==> config.mk <==
export PLATFORM = sky130hd
export DESIGN_NAME = dk_multi_walk_voice_flat
export DESIGN_NICKNAME = d
export VERILOG_FILES = /design/src/rtl/dk_multi_walk_voice_pkg.sv /design/src/rtl/dk_multi_walk_voice_if.sv /design/src/rtl/dk_multi_walk_voice_step.sv /design/src/rtl/dk_multi_walk_voice.sv /design/src/flat_wrapper.sv
export SDC_FILE = /design/constraint.sdc
export NUM_CORES = 1
export LEC_CHECK = 0
export BUFFER_PORTS_ARGS = -buffer_cell sky130_fd_sc_hd__clkbuf_2
export CORE_UTILIZATION = 35
export CTS_CLUSTER_SIZE = 10
export DETAILED_ROUTE_END_ITERATION = 12
export SKIP_LAST_GASP = 1
export SYNTH_ARGS = -nofsm -noshare
export SYNTH_HDL_FRONTEND = slang
export SYNTH_SLANG_ARGS = --single-unit
export TNS_END_PERCENT = 10
==> constraint.sdc <==
create_clock -name clk -period 20.8 [get_ports clk]
set_input_delay 3.12 -clock clk [delete_from_list [all_inputs] [get_ports clk]]
set_output_delay 3.12 -clock clk [all_outputs]
set_load 0.02 [all_outputs]
==> src/rtl/dk_multi_walk_voice_pkg.sv <==
// Shared types and helpers for the discrete-sound voice blocks.
// Signal scale: SIGNAL_FRACTION_WIDTH fraction bits, full scale equals VCC.
package dk_discrete_pkg;

  localparam int SIGNAL_WIDTH          = 16;
  localparam int SIGNAL_FRACTION_WIDTH = 14;
  localparam int VCC_MV                = 12000;
  localparam int SIG_MAX               = (1 << (SIGNAL_WIDTH - 1)) - 1;
  localparam int SIG_MIN               = -(1 << (SIGNAL_WIDTH - 1));

  typedef logic signed [SIGNAL_WIDTH-1:0] signal_t;

  typedef enum logic [1:0] {
    IDLE = 2'd0,
    RUN  = 2'd1,
    DONE = 2'd2
  } fsm_state_e;

  function automatic signal_t voltage_to_signal(input int millivolts);
    return signal_t'((millivolts << SIGNAL_FRACTION_WIDTH) / VCC_MV);
  endfunction

  function automatic signal_t sat_to_signal(input logic signed [31:0] x);
    signal_t y;
    if (x > SIG_MAX) begin
      y = signal_t'(SIG_MAX);
    end else if (x < SIG_MIN) begin
      y = signal_t'(SIG_MIN);
    end else begin
      y = x[SIGNAL_WIDTH-1:0];
    end
    return y;
  endfunction

endpackage

==> src/rtl/dk_multi_walk_voice_if.sv <==
// Sample-strobe, trigger and audio-result bundle of the multi-channel walk voice.
interface dk_multi_walk_voice_if
  import dk_discrete_pkg::*;
#(
  parameter int NUM_CH = 4
);

  logic              audio_clk_en;
  logic [NUM_CH-1:0] walk_en;
  signal_t           ch_out [NUM_CH];
  signal_t           mix_out;
  logic              sample_valid;
  logic              busy;
  logic              overrun;

  modport master (
    output audio_clk_en,
    output walk_en,
    input  ch_out,
    input  mix_out,
    input  sample_valid,
    input  busy,
    input  overrun
  );

  modport slave (
    input  audio_clk_en,
    input  walk_en,
    output ch_out,
    output mix_out,
    output sample_valid,
    output busy,
    output overrun
  );

endinterface

==> src/rtl/dk_multi_walk_voice_step.sv <==
// One channel sample step: slewed level -> VCO phase -> gated high-pass envelope -> diode gain.
// Purely combinational; the caller owns the per-channel state.
module dk_voice_channel_step
  import dk_discrete_pkg::*;
#(
  parameter int LEVEL_HI       = 6826,
  parameter int SLEW_STEP      = 27,
  parameter int PHASE_WIDTH    = 24,
  parameter int VCO_BASE_INC   = 4000,
  parameter int VCO_GAIN_SHIFT = 2,
  parameter int ENV_SHIFT      = 3,
  parameter int POS_SHIFT      = 1,
  parameter int NEG_SHIFT_A    = 1,
  parameter int NEG_SHIFT_B    = 2
) (
  input  signal_t                        level,
  input  logic signed [SIGNAL_WIDTH+1:0] env,
  input  logic [PHASE_WIDTH-1:0]         phase,
  input  logic                           en,
  output signal_t                        level_nxt,
  output logic signed [SIGNAL_WIDTH+1:0] env_nxt,
  output logic [PHASE_WIDTH-1:0]         phase_nxt,
  output signal_t                        result
);

  localparam int LW = SIGNAL_WIDTH + 1;
  localparam int EW = SIGNAL_WIDTH + 2;
  localparam int RW = SIGNAL_WIDTH + 3;
  localparam logic signed [LW-1:0] LEVEL_HI_S = LW'(LEVEL_HI);
  localparam logic signed [LW-1:0] SLEW_S     = LW'(SLEW_STEP);

  logic signed [LW-1:0] level_ext_s;
  logic signed [LW-1:0] target_s;
  logic signed [LW-1:0] diff_s;
  logic signed [LW-1:0] lvl_s;
  logic signed [LW-1:0] delta_s;
  logic signed [LW-1:0] vco_s;
  logic signed [RW-1:0] gated_s;
  logic signed [RW-1:0] gain_s;

  // Level/VCO/envelope/gain chain evaluated for the channel currently selected
  always_comb begin
    level_ext_s = {level[SIGNAL_WIDTH-1], level};
    if (en) begin
      target_s = {LW{1'b0}};
    end else begin
      target_s = LEVEL_HI_S;
    end
    diff_s = target_s - level_ext_s;
    // Clamp the move so the level lands exactly on target on the last step
    if (diff_s > SLEW_S) begin
      lvl_s = level_ext_s + SLEW_S;
    end else if (diff_s < -SLEW_S) begin
      lvl_s = level_ext_s - SLEW_S;
    end else begin
      lvl_s = target_s;
    end
    delta_s   = lvl_s - level_ext_s;
    level_nxt = lvl_s[SIGNAL_WIDTH-1:0];
    env_nxt   = env - (env >>> ENV_SHIFT) + EW'(delta_s);
    vco_s     = (LEVEL_HI_S - lvl_s) >>> VCO_GAIN_SHIFT;
    phase_nxt = phase + PHASE_WIDTH'(VCO_BASE_INC) + PHASE_WIDTH'(vco_s[SIGNAL_WIDTH-1:0]);
    if (phase[PHASE_WIDTH-1]) begin
      gated_s = {RW{1'b0}};
    end else begin
      gated_s = RW'(env_nxt);
    end
    if (!gated_s[RW-1] && (gated_s != {RW{1'b0}})) begin
      gain_s = gated_s + (gated_s >>> POS_SHIFT);
    end else begin
      gain_s = (gated_s >>> NEG_SHIFT_A) + (gated_s >>> NEG_SHIFT_B);
    end
    result = sat_to_signal(32'(gain_s));
  end

endmodule

==> src/rtl/dk_multi_walk_voice.sv <==
// N-channel walk voice: one shared step datapath visits every channel once per audio sample,
// then publishes all channel results and their saturated mix together.
module dk_multi_walk_voice
  import dk_discrete_pkg::*;
#(
  parameter int NUM_CH         = 4,
  parameter int LEVEL_HI       = int'(voltage_to_signal(5000)),
  parameter int SLEW_STEP      = 27,
  parameter int PHASE_WIDTH    = 24,
  parameter int VCO_BASE_INC   = 4000,
  parameter int VCO_GAIN_SHIFT = 2,
  parameter int ENV_SHIFT      = 3,
  parameter int POS_SHIFT      = 1,
  parameter int NEG_SHIFT_A    = 1,
  parameter int NEG_SHIFT_B    = 2
) (
  input logic                  clk,
  input logic                  I_RST,
  dk_multi_walk_voice_if.slave bus
);

  localparam int IDX_W = (NUM_CH > 1) ? $clog2(NUM_CH) : 1;
  localparam int MIX_W = SIGNAL_WIDTH + $clog2(NUM_CH) + 1;
  localparam int EW    = SIGNAL_WIDTH + 2;

  fsm_state_e                 state_r;
  logic [IDX_W-1:0]           ch_idx_r;
  logic [NUM_CH-1:0]          en_q_r;
  signal_t                    level_r   [NUM_CH];
  logic signed [EW-1:0]       env_r     [NUM_CH];
  logic [PHASE_WIDTH-1:0]     phase_r   [NUM_CH];
  signal_t                    res_buf_r [NUM_CH];
  logic signed [MIX_W-1:0]    mix_acc_r;

  signal_t                    level_nxt_s;
  logic signed [EW-1:0]       env_nxt_s;
  logic [PHASE_WIDTH-1:0]     phase_nxt_s;
  signal_t                    result_s;

  dk_voice_channel_step #(
    .LEVEL_HI       (LEVEL_HI),
    .SLEW_STEP      (SLEW_STEP),
    .PHASE_WIDTH    (PHASE_WIDTH),
    .VCO_BASE_INC   (VCO_BASE_INC),
    .VCO_GAIN_SHIFT (VCO_GAIN_SHIFT),
    .ENV_SHIFT      (ENV_SHIFT),
    .POS_SHIFT      (POS_SHIFT),
    .NEG_SHIFT_A    (NEG_SHIFT_A),
    .NEG_SHIFT_B    (NEG_SHIFT_B)
  ) u_step (
    .level     (level_r[ch_idx_r]),
    .env       (env_r[ch_idx_r]),
    .phase     (phase_r[ch_idx_r]),
    .en        (en_q_r[ch_idx_r]),
    .level_nxt (level_nxt_s),
    .env_nxt   (env_nxt_s),
    .phase_nxt (phase_nxt_s),
    .result    (result_s)
  );

  // Scheduler FSM, per-channel state update and registered outputs
  always_ff @(posedge clk) begin
    if (I_RST) begin
      state_r          <= IDLE;
      ch_idx_r         <= {IDX_W{1'b0}};
      en_q_r           <= {NUM_CH{1'b0}};
      mix_acc_r        <= {MIX_W{1'b0}};
      bus.mix_out      <= {SIGNAL_WIDTH{1'b0}};
      bus.sample_valid <= 1'b0;
      bus.busy         <= 1'b0;
      bus.overrun      <= 1'b0;
      for (int c = 0; c < NUM_CH; c++) begin
        level_r[c]    <= signal_t'(LEVEL_HI);
        env_r[c]      <= {EW{1'b0}};
        phase_r[c]    <= {PHASE_WIDTH{1'b0}};
        res_buf_r[c]  <= {SIGNAL_WIDTH{1'b0}};
        bus.ch_out[c] <= {SIGNAL_WIDTH{1'b0}};
      end
    end else begin
      bus.sample_valid <= 1'b0;
      case (state_r)
        IDLE: begin
          if (bus.audio_clk_en) begin
            state_r   <= RUN;
            ch_idx_r  <= {IDX_W{1'b0}};
            en_q_r    <= bus.walk_en;
            mix_acc_r <= {MIX_W{1'b0}};
            bus.busy  <= 1'b1;
          end
        end
        RUN: begin
          level_r[ch_idx_r]   <= level_nxt_s;
          env_r[ch_idx_r]     <= env_nxt_s;
          phase_r[ch_idx_r]   <= phase_nxt_s;
          res_buf_r[ch_idx_r] <= result_s;
          mix_acc_r           <= mix_acc_r + MIX_W'(result_s);
          if (ch_idx_r == IDX_W'(NUM_CH - 1)) begin
            state_r <= DONE;
          end else begin
            ch_idx_r <= ch_idx_r + IDX_W'(1);
          end
          if (bus.audio_clk_en) begin
            bus.overrun <= 1'b1;
          end
        end
        DONE: begin
          for (int c = 0; c < NUM_CH; c++) begin
            bus.ch_out[c] <= res_buf_r[c];
          end
          bus.mix_out      <= sat_to_signal(32'(mix_acc_r));
          bus.sample_valid <= 1'b1;
          bus.busy         <= 1'b0;
          state_r          <= IDLE;
          if (bus.audio_clk_en) begin
            bus.overrun <= 1'b1;
          end
        end
        default: begin
          state_r  <= IDLE;
          bus.busy <= 1'b0;
        end
      endcase
    end
  end

endmodule
==> src/flat_wrapper.sv <==
// flat-port wrapper written by rule: the top's interface ports become plain ports
module dk_multi_walk_voice_flat import dk_discrete_pkg::*;
#(
  parameter int NUM_CH         = 4,
  parameter int LEVEL_HI       = int'(voltage_to_signal(5000)),
  parameter int SLEW_STEP      = 27,
  parameter int PHASE_WIDTH    = 24,
  parameter int VCO_BASE_INC   = 4000,
  parameter int VCO_GAIN_SHIFT = 2,
  parameter int ENV_SHIFT      = 3,
  parameter int POS_SHIFT      = 1,
  parameter int NEG_SHIFT_A    = 1,
  parameter int NEG_SHIFT_B    = 2
)
  (clk, I_RST, bus_audio_clk_en, bus_walk_en, bus_ch_out, bus_mix_out, bus_sample_valid, bus_busy, bus_overrun);
  dk_multi_walk_voice_if #(.NUM_CH(NUM_CH)) bus_i ();
  input logic clk;
  input logic I_RST;
  input wire logic [$bits(bus_i.audio_clk_en)-1:0] bus_audio_clk_en;
  input wire logic [$bits(bus_i.walk_en)-1:0] bus_walk_en;
  output wire logic [$bits(bus_i.ch_out)-1:0] bus_ch_out;
  output wire logic [$bits(bus_i.mix_out)-1:0] bus_mix_out;
  output wire logic [$bits(bus_i.sample_valid)-1:0] bus_sample_valid;
  output wire logic [$bits(bus_i.busy)-1:0] bus_busy;
  output wire logic [$bits(bus_i.overrun)-1:0] bus_overrun;
  assign bus_i.audio_clk_en = bus_audio_clk_en;
  assign bus_i.walk_en = bus_walk_en;
  assign bus_ch_out = {>>{bus_i.ch_out}};
  assign bus_mix_out = bus_i.mix_out;
  assign bus_sample_valid = bus_i.sample_valid;
  assign bus_busy = bus_i.busy;
  assign bus_overrun = bus_i.overrun;
  dk_multi_walk_voice #(.NUM_CH(NUM_CH), .LEVEL_HI(LEVEL_HI), .SLEW_STEP(SLEW_STEP), .PHASE_WIDTH(PHASE_WIDTH), .VCO_BASE_INC(VCO_BASE_INC), .VCO_GAIN_SHIFT(VCO_GAIN_SHIFT), .ENV_SHIFT(ENV_SHIFT), .POS_SHIFT(POS_SHIFT), .NEG_SHIFT_A(NEG_SHIFT_A), .NEG_SHIFT_B(NEG_SHIFT_B)) u_core (.clk(clk), .I_RST(I_RST), .bus(bus_i));
endmodule
==> results.sh, run 1 <==
export IMPL_endpoint_kind="flip-flop"
export IMPL_layout_drive_gt1_share_pct=13.1
export IMPL_clk_path_buf_depth=3
export IMPL_clkLatencyLatePin_ns=0.62
export IMPL_synth_area_leader_cell="edfxtp_1"
export IMPL_tightest_slew_ns=1.08
export IMPL_grt_max_degree=78
export IMPL_antenna_left=0
export IMPL_drv_cap=0
export IMPL_route_met3_wl_um=2890
export IMPL_slew_viol_final=0
export IMPL_ys_types=87
export IMPL_port_buffers=89
export IMPL_path_clk_slew_ns=0.06
export IMPL_ys_top_cells_by_area="edfxtp_1, dfxtp_1, nor2_1"
export IMPL_clock_skew_final_ns=0.0614
export IMPL_post_dp_hpwl_um=39700
export IMPL_synth_edf_count=296
export IMPL_die_w_um=258
export IMPL_hold_buffers=0
export IMPL_antennaDiodeCount=0
export IMPL_clockRootBuffer="clkbuf_16"
export IMPL_rsz0062_at_grt="false"
export IMPL_wl_um=60000
export IMPL_slowest_stage="dfxtp_4"
export IMPL_postSynthAreaPerCell_um2=10.6
export IMPL_cp_max_fo=41
export IMPL_synthCells=2156
export IMPL_wl_met1_um=26800
export IMPL_grt_use_total_pct=17.9
export IMPL_antenna_found_initial=1
export IMPL_fmax_ghz=0.0584
export IMPL_num_io_pins=90
export IMPL_post_cts_buffers=0
export IMPL_path_delay_family="compound AO/OA/AOI/OAI gates"
export IMPL_crit_buf_inv=5
export IMPL_fin_crit_ns=17.13
export IMPL_drtIter0Drc=1143
export IMPL_synth_top_area_share_pct=38.8
export IMPL_fin_crit_sh_pct=82.4
export IMPL_row_count=93
export IMPL_ys_warn_count=0
export IMPL_cp_data_required_time_ns=21.33
export IMPL_dieArea_um2=66500
export IMPL_critPathMostFrequentCell="a21oi_1"
export IMPL_path_class="flip-flop to flip-flop"
export IMPL_netlist_area_um2=22900
export IMPL_nNetsFinal=2358
export IMPL_syn2layout_area_growth_pct=11.9
export IMPL_synth_flop_cell="edfxtp_1"
export IMPL_layout_common_cells="nor2_1, edfxtp_1, inv_1, nand2_1, ha_1"
export IMPL_top_layer="met4"
export IMPL_grt_pass1_wl_um=93200
export IMPL_htreeDepth=2
export IMPL_critPathArrivalTime_ns=17.66
export IMPL_slew_headroom_pct=28.3
export IMPL_cts_resized=0
export IMPL_synth_fp_nets=2299
export IMPL_hold_path_class="flip-flop to flip-flop"
export IMPL_first_pass_iters=5
export IMPL_ys_ff_latch=408
export IMPL_cp_start_kind="flip-flop"
export IMPL_cts_sink_count=408
export IMPL_hold_viol=0
export IMPL_cts_made_buffers=49
export IMPL_vias=16312
export IMPL_setup_violations=0
export IMPL_crit_path_max_incr_delay_ns=0.90
export IMPL_ys_async_sr_fraction_pct=0
export IMPL_ys_seq_area_share_pct=48.6
export IMPL_grt_pass1_vias=16126
export IMPL_gp_congestion=0.867
export IMPL_fp_coreArea_um2=64600
export IMPL_grt_ovfl_total=0
export IMPL_drc_errors=0
export IMPL_tns_ns=0
export IMPL_start_util_pct=35.5
export IMPL_vias_per_cell=5.26
export IMPL_final_common_cell="nor2_1"
export IMPL_die_h_um=258
export IMPL_drt_wirelength_per_cell_um=19.3
export IMPL_cts_tree="yes"
export IMPL_status="complete, no violations"
export IMPL_routed_wl_met2_um=28700
[flip-flops by register name (all words and copies together) (netlist names), named ones only]
register / flops
bus_ch_out: 64
u_core.bus.busy: 1
u_core.bus.mix_out: 16
u_core.bus.overrun: 1
u_core.bus.sample_valid: 1
u_core.ch_idx_r: 2
u_core.en_q_r: 4
u_core.env_r: 72
u_core.level_r: 64
u_core.mix_acc_r: 19
u_core.phase_r: 96
u_core.res_buf_r: 64
u_core.state_r: 2
[synthesized netlist by cell type, types with 12 or more instances]
cell type and count:
a21o_1 18, a21oi_1 96, a22oi_1 17, a31oi_1 12, and2_1 17, and3_1 15, buf_1 17, clkbuf_1 70
dfxtp_1 112, edfxtp_1 296, fa_1 22, ha_1 114, inv_1 182, mux2i_1 73, mux4_2 56, nand2_1 115
nand2b_1 32, nand3_1 38, nor2_1 387, nor3_1 40, o211ai_1 12, o21ai_0 54, o21ai_1 13, o21bai_1 14
or3_1 16, xnor2_1 72, xor2_1 27
[cell type report]
| class | instances | area (um2) |
|---|---|---|
| inverter | 192 | 721 |
| multi-input combinational | 1456 | 10700 |
| timing repair buffer | 108 | 591 |
| clock inverter | 9 | 116 |
| tap | 855 | 1070 |
| sequential | 408 | 11100 |
| clock buffer | 75 | 1320 |
| fill | 6265 | 38900 |
[layer usage]
| metal | vias up | global-route usage (%) |
|---|---|---|
| met5 | - | 0 |
| met4 | 0 | 5.51 |
| met3 | 97 | 2.59 |
| met2 | 400 | 30.0 |
| met1 | 8051 | 23.9 |
| li1 | 7764 | - |
[stage by stage]
stage               area [um2]  cells  hold WS [ns]  util (%)  setup slack (ns)
finish                   25600   3103         0.458      39.7              3.67
global placement         24200   3019         0.444      37.5              4.21
floorplan                22900   2156         0.433         -              5.82
CTS                      25600   3103         0.457      39.7              3.73
global route             25600   3103         0.488      39.7              2.10
detailed placement       24200   3019         0.450      37.5              3.76
[cells by family (layout without fill, tap and decap cells)]
family,after synthesis,count (layout),share of synthesized area [%]
and+or+nand+nor,712,712,13.8
DFF,408,408,48.6
AOI/OAI and AO/OA,364,364,11.2
buffers and inverters,292,384,4.99
muxes,144,144,9.43
adders and majority gates,136,136,8.15
xor gates and xnor gates,100,100,3.89
[worst reg2reg max path, delay by kind of cell (launching register included)]
kind | cells | cell delay, ns
compound gates | 41 | 8.78
simple gates | 11 | 3.04
fa+ha+maj | 8 | 2.56
flops | 1 | 0.90
mux | 1 | 0.79
xor+xnor | 3 | 0.65
buf+inv | 5 | 0.34
[final timing paths]
check	from	to	slack [ns]	cells past startpoint
max	flip-flop	u_core.mix_acc_r[18]	3.67	69
min	u_core.en_q_r[0]	u_core.en_q_r[0]	0.46	2
max reg2reg	flip-flop	u_core.mix_acc_r[18]	3.67	69
min reg2reg	u_core.en_q_r[0]	u_core.en_q_r[0]	0.46	2
Power of run 1 is left out: the tool's default activity adds up to more than one toggle a clock period on the data nets, which glitch-free logic cannot reach.
==> run 2, diff against run 1 <==
- clock period: 20.8 -> 16.5 ns (I/O delays scaled with it)
==> run 2 against run 1 <==
  * Final cell count up 0.71%
  * Global-route usage down 0.12 points
  * First-iteration DRC count up 5.5%
  * Final area up 1.1%
  * Largest cell class unchanged
  * Setup slack worse by 2.6 ns
  * Sequential cell count unchanged
  * Critical endpoint unchanged
==> results.sh, run 2 (same netlist as run 1, synthesis figures left out) <==
export IMPL_cts_made_buffers=48
export IMPL_cp_max_fo=15
export IMPL_nNetsFinal=2379
export IMPL_slew_viol_final=0
export IMPL_crit_path_max_incr_delay_ns=0.51
export IMPL_path_class="flip-flop to flip-flop"
export IMPL_clock_skew_final_ns=0.0400
export IMPL_fp_coreArea_um2=64600
export IMPL_antennaDiodeCount=0
export IMPL_slowest_stage="fa_1"
export IMPL_fmax_ghz=0.0648
export IMPL_path_delay_family="compound AO/OA/AOI/OAI gates"
export IMPL_grt_use_total_pct=17.8
export IMPL_drv_cap=0
export IMPL_start_util_pct=35.5
export IMPL_hold_viol=0
export IMPL_largest_reg_flops=96
export IMPL_vias_per_cell=5.26
export IMPL_hold_path_class="flip-flop to flip-flop"
export IMPL_cts_tree="yes"
export IMPL_final_common_cell="nor2_1"
export IMPL_clk_path_buf_depth=3
export IMPL_htreeDepth=2
export IMPL_grt_ovfl_total=0
export IMPL_grt_pass1_wl_um=93700
export IMPL_seq_area_um2=11100
export IMPL_drt_wirelength_per_cell_um=19.1
export IMPL_final_util_pct=40.1
export IMPL_fin_crit_sh_pct=93.5
export IMPL_slew_headroom_pct=22.1
export IMPL_fin_crit_ns=15.43
export IMPL_grt_max_degree=66
export IMPL_grt_pass1_vias=16419
export IMPL_reg_top3="u_core.phase_r x96, u_core.env_r x72"
export IMPL_endpoint_kind="flip-flop"
export IMPL_cp_data_required_time_ns=17.01
export IMPL_tightest_slew_ns=1.16
export IMPL_drtIter0Drc=1206
export IMPL_first_pass_iters=8
export IMPL_fillCellCount=6198
export IMPL_largest_register="u_core.phase_r"
export IMPL_gp_congestion=0.890
export IMPL_clockRootBuffer="clkbuf_16"
export IMPL_critPathArrivalTime_ns=15.94
export IMPL_syn2layout_area_growth_pct=13.1
export IMPL_num_io_pins=90
export IMPL_drc_errors=0
export IMPL_die_w_um=258
export IMPL_row_count=93
export IMPL_cts_sink_count=408
export IMPL_antenna_left=0
export IMPL_dieArea_um2=66500
export IMPL_die_h_um=258
export IMPL_cp_start_kind="flip-flop"
export IMPL_vias=16440
export IMPL_wl_um=59700
export IMPL_status="complete, no violations"
export IMPL_hold_buffers=0
export IMPL_multi_input_area_um2=10800
export IMPL_clkLatencyLatePin_ns=0.60
export IMPL_path_clk_slew_ns=0.06
export IMPL_port_buffers=89
export IMPL_crit_buf_inv=6
export IMPL_setup_violations=0
export IMPL_layout_drive_gt1_share_pct=14.6
export IMPL_layout_common_cells="nor2_1, edfxtp_1, inv_1, nand2_1, ha_1"
export IMPL_antenna_found_initial=0
export IMPL_post_dp_hpwl_um=39800
==> run 2: per-layer routing <==
layer | global-route usage [%] | wire length, um | vias to the layer above
met5 | 0 | 0 | -
met4 | 5.69 | 1690 | 0
met3 | 2.84 | 3200 | 97
met2 | 29.6 | 28400 | 468
met1 | 23.7 | 26500 | 8058
li1 | - | - | 7817
==> run 2: cell type report <==
class,instances,area share (%)
Multi-Input combinational cell,1456,41.6
Tap cell,855,4.13
Clock buffer,79,5.24
Sequential cell,408,43.0
Clock inverter,5,0.294
Inverter,192,2.78
Timing Repair Buffer,130,3.01
==> run 2: final timing paths <==
| kind | start | endpoint | slack (ns) | cells after the start |
|---|---|---|---|---|
| hold / removal | u_core.en_q_r[3] | u_core.en_q_r[3] | 0.46 | 2 |
| hold reg to reg | u_core.en_q_r[3] | u_core.en_q_r[3] | 0.46 | 2 |
| setup reg to reg | u_core.ch_idx_r[1] | u_core.mix_acc_r[18] | 1.07 | 69 |
| setup / recovery | u_core.ch_idx_r[1] | u_core.mix_acc_r[18] | 1.07 | 69 |
==> run 2: through the flow <==
step	worst slack (ns)	cell area [um2]	hold slack [ns]	instances	TNS (ns)
floorplan	1.52	22900	0.433	2156	0
global placement	0.536	24300	0.455	3029	0
detailed placement	0.118	24300	0.451	3029	0
CTS	0.0606	25700	0.458	3113	0
global route	-0.0408	25900	0.486	3125	-0.0408
finish	1.07	25900	0.461	3125	0
==> run 2: timing repair <==
item	CTS	global route
buffers inserted	0	12
resized for setup	0	20
setup endpoints to repair	0	11
==> run 2: worst register-to-register path: cells and delay by family, from the launching register on <==
| family | cells | cell delay, ns |
|---|---|---|
| DFF | 1 | 0.44 |
| and+or+nand+nor | 12 | 2.83 |
| AOI/OAI and AO/OA | 39 | 7.83 |
| xor gates and xnor gates | 2 | 0.27 |
| buffers and inverters | 6 | 0.60 |
| muxes | 2 | 0.57 |
| adders and majority gates | 8 | 2.82 |
Power of run 2 is left out for the same reason.
==> run 3, diff against run 2 <==
- CORE_MARGIN: not set -> 8
==> run 3 against run 2 <==
  * Core utilization down 0.48 points
  * Final area down 0.13%
  * First-iteration DRC count down 4.3%
  * Clock skew down 0.0072 ns
  * Die area up 11%
  * Critical path depth up 1
  * Critical path type unchanged
  * Register-to-register slack better by 0.07 ns
  * Global-route usage down 1.8 points
  * Critical endpoint unchanged
==> results.sh, run 3 (same netlist as run 1, synthesis figures left out) <==
export IMPL_status="complete, no violations"
export IMPL_clk_path_buf_depth=3
export IMPL_fin_crit_ns=15.36
export IMPL_post_dp_hpwl_um=40400
export IMPL_die_w_um=272
export IMPL_nNetsFinal=2374
export IMPL_hold_viol=0
export IMPL_fin_crit_sh_pct=93.1
export IMPL_multi_input_area_um2=10800
export IMPL_timing_rr_end="u_core.mix_acc_r[18]"
export IMPL_routed_wl_met2_um=29500
export IMPL_seq_area_um2=11100
export IMPL_vias=16381
export IMPL_layout_common_cells="nor2_1, edfxtp_1, inv_1, nand2_1, ha_1"
export IMPL_hold_buffers=0
export IMPL_clock_skew_final_ns=0.0328
export IMPL_clockRootBuffer="clkbuf_16"
export IMPL_stdcell_count=3128
export IMPL_endpoint_kind="flip-flop"
export IMPL_row_count=94
export IMPL_drc_errors=0
export IMPL_route_met3_wl_um=2780
export IMPL_grt_pass1_vias=16591
export IMPL_critPathMostFrequentCell="a21oi_1"
export IMPL_grt_ovfl_total=0
export IMPL_path_class="flip-flop to flip-flop"
export IMPL_gp_congestion=0.879
export IMPL_num_io_pins=90
export IMPL_drt_wirelength_per_cell_um=19.3
export IMPL_crit_path_max_incr_delay_ns=0.56
export IMPL_tns_ns=0
export IMPL_grt_pass1_wl_um=95100
export IMPL_slowest_stage="mux4_2"
export IMPL_grt_max_degree=71
export IMPL_antenna_found_initial=0
export IMPL_cp_data_required_time_ns=17.01
export IMPL_rrSetupSlack_ns=1.14
export IMPL_cp_max_fo=9
export IMPL_antenna_left=0
export IMPL_largest_register="u_core.phase_r"
export IMPL_vias_per_cell=5.24
export IMPL_layout_drive_gt1_share_pct=14.4
export IMPL_start_util_pct=35.1
export IMPL_setup_violations=0
export IMPL_hold_path_class="flip-flop to flip-flop"
export IMPL_slew_headroom_pct=19.1
export IMPL_cts_tree="yes"
export IMPL_path_clk_slew_ns=0.06
export IMPL_wl_um=60300
export IMPL_whs_endpoint="u_core.en_q_r[2]"
export IMPL_fillCellCount=6325
export IMPL_reg_top3="u_core.phase_r x96, u_core.env_r x72"
export IMPL_fp_coreArea_um2=65300
export IMPL_antennaDiodeCount=0
export IMPL_drtIter0Drc=1154
export IMPL_cts_sink_count=408
export IMPL_die_h_um=272
export IMPL_syn2layout_area_growth_pct=13.0
export IMPL_whs_path_depth=2
export IMPL_dieArea_um2=73900
export IMPL_tightest_slew_ns=1.20
export IMPL_wl_met1_um=26800
export IMPL_largest_reg_flops=96
export IMPL_final_common_cell="nor2_1"
export IMPL_critPathArrivalTime_ns=15.87
export IMPL_cp_start_kind="flip-flop"
export IMPL_fmax_ghz=0.0651
export IMPL_first_pass_iters=7
export IMPL_slew_viol_final=0
export IMPL_rr_worst_depth=70
export IMPL_port_buffers=89
export IMPL_dp_cells=3034
export IMPL_grt_use_total_pct=16.0
export IMPL_drv_cap=0
export IMPL_min_from="u_core.en_q_r[2]"
export IMPL_clkLatencyLatePin_ns=0.59
export IMPL_top_layer="met4"
export IMPL_htreeDepth=2
export IMPL_cts_made_buffers=48
-- run 3: cell count changes in the layout (fill, tap and decap cells not counted), moves of 2 or more --
cell	change
buf_4	-5
nor2_2	-4
a21oi_2	+2
clkbuf_1	-2
clkinv_1	+2
clkinv_2	-2
clkinvlp_4	+2
inv_1	-2
nor2_1	+2
nor2_4	+2
o41ai_1	+2
o41ai_2	-2
-- run 3: layout make-up --
cell class                      instances  area share [%]
Sequential cell                       408            43.0
Multi-Input combinational cell       1456            41.7
Clock buffer                           77            5.18
Tap cell                              864            4.18
Timing Repair Buffer                  125            2.82
Inverter                              192            2.80
Clock inverter                          6           0.353
-- run 3: critical path, delay by kind of cell (launching register included) --
| kind | cells | cell delay, ns |
|---|---|---|
| simple gates | 14 | 3.00 |
| xor+xnor | 3 | 0.67 |
| flops | 1 | 0.43 |
| mux | 2 | 0.97 |
| fa+ha+maj | 7 | 2.34 |
| compound gates | 38 | 7.40 |
| buf+inv | 6 | 0.47 |
-- run 3: metal layers --
metal  up-vias  track usage (%)
met1      8084             21.0
met2       410             27.5
met3        81             2.19
li1       7806                -
met5         -                0
met4         0             4.30
-- run 3: what timing repair did --
item / 4_1_cts / 5_1_grt
setup endpoints to repair: 0 / 11
gates resized for setup: 0 / 24
buffers inserted: 0 / 11
-- run 3: worst max path at each step --
stage / startpoint / end / cells past startpoint
floorplan: flip-flop / u_core.mix_acc_r[18] / 75
global placement: flip-flop / u_core.mix_acc_r[18] / 68
detailed placement: u_core.ch_idx_r[1] / u_core.mix_acc_r[18] / 72
CTS: u_core.ch_idx_r[1] / u_core.mix_acc_r[18] / 72
global route: u_core.ch_idx_r[1] / u_core.mix_acc_r[18] / 73
finish: flip-flop / u_core.mix_acc_r[18] / 70
-- run 3: metrics by stage --
stage               utilization [%]  setup WS [ns]  area (um2)  hold WS [ns]
floorplan                         -           1.52       22900         0.433
global placement               37.2          0.634       24300         0.451
detailed placement             37.2          0.377       24300         0.451
CTS                            39.4          0.325       25700         0.460
global route                   39.7        -0.0966       25900         0.489
finish                         39.7           1.14       25900         0.459
Power of run 3 is left out for the same reason.
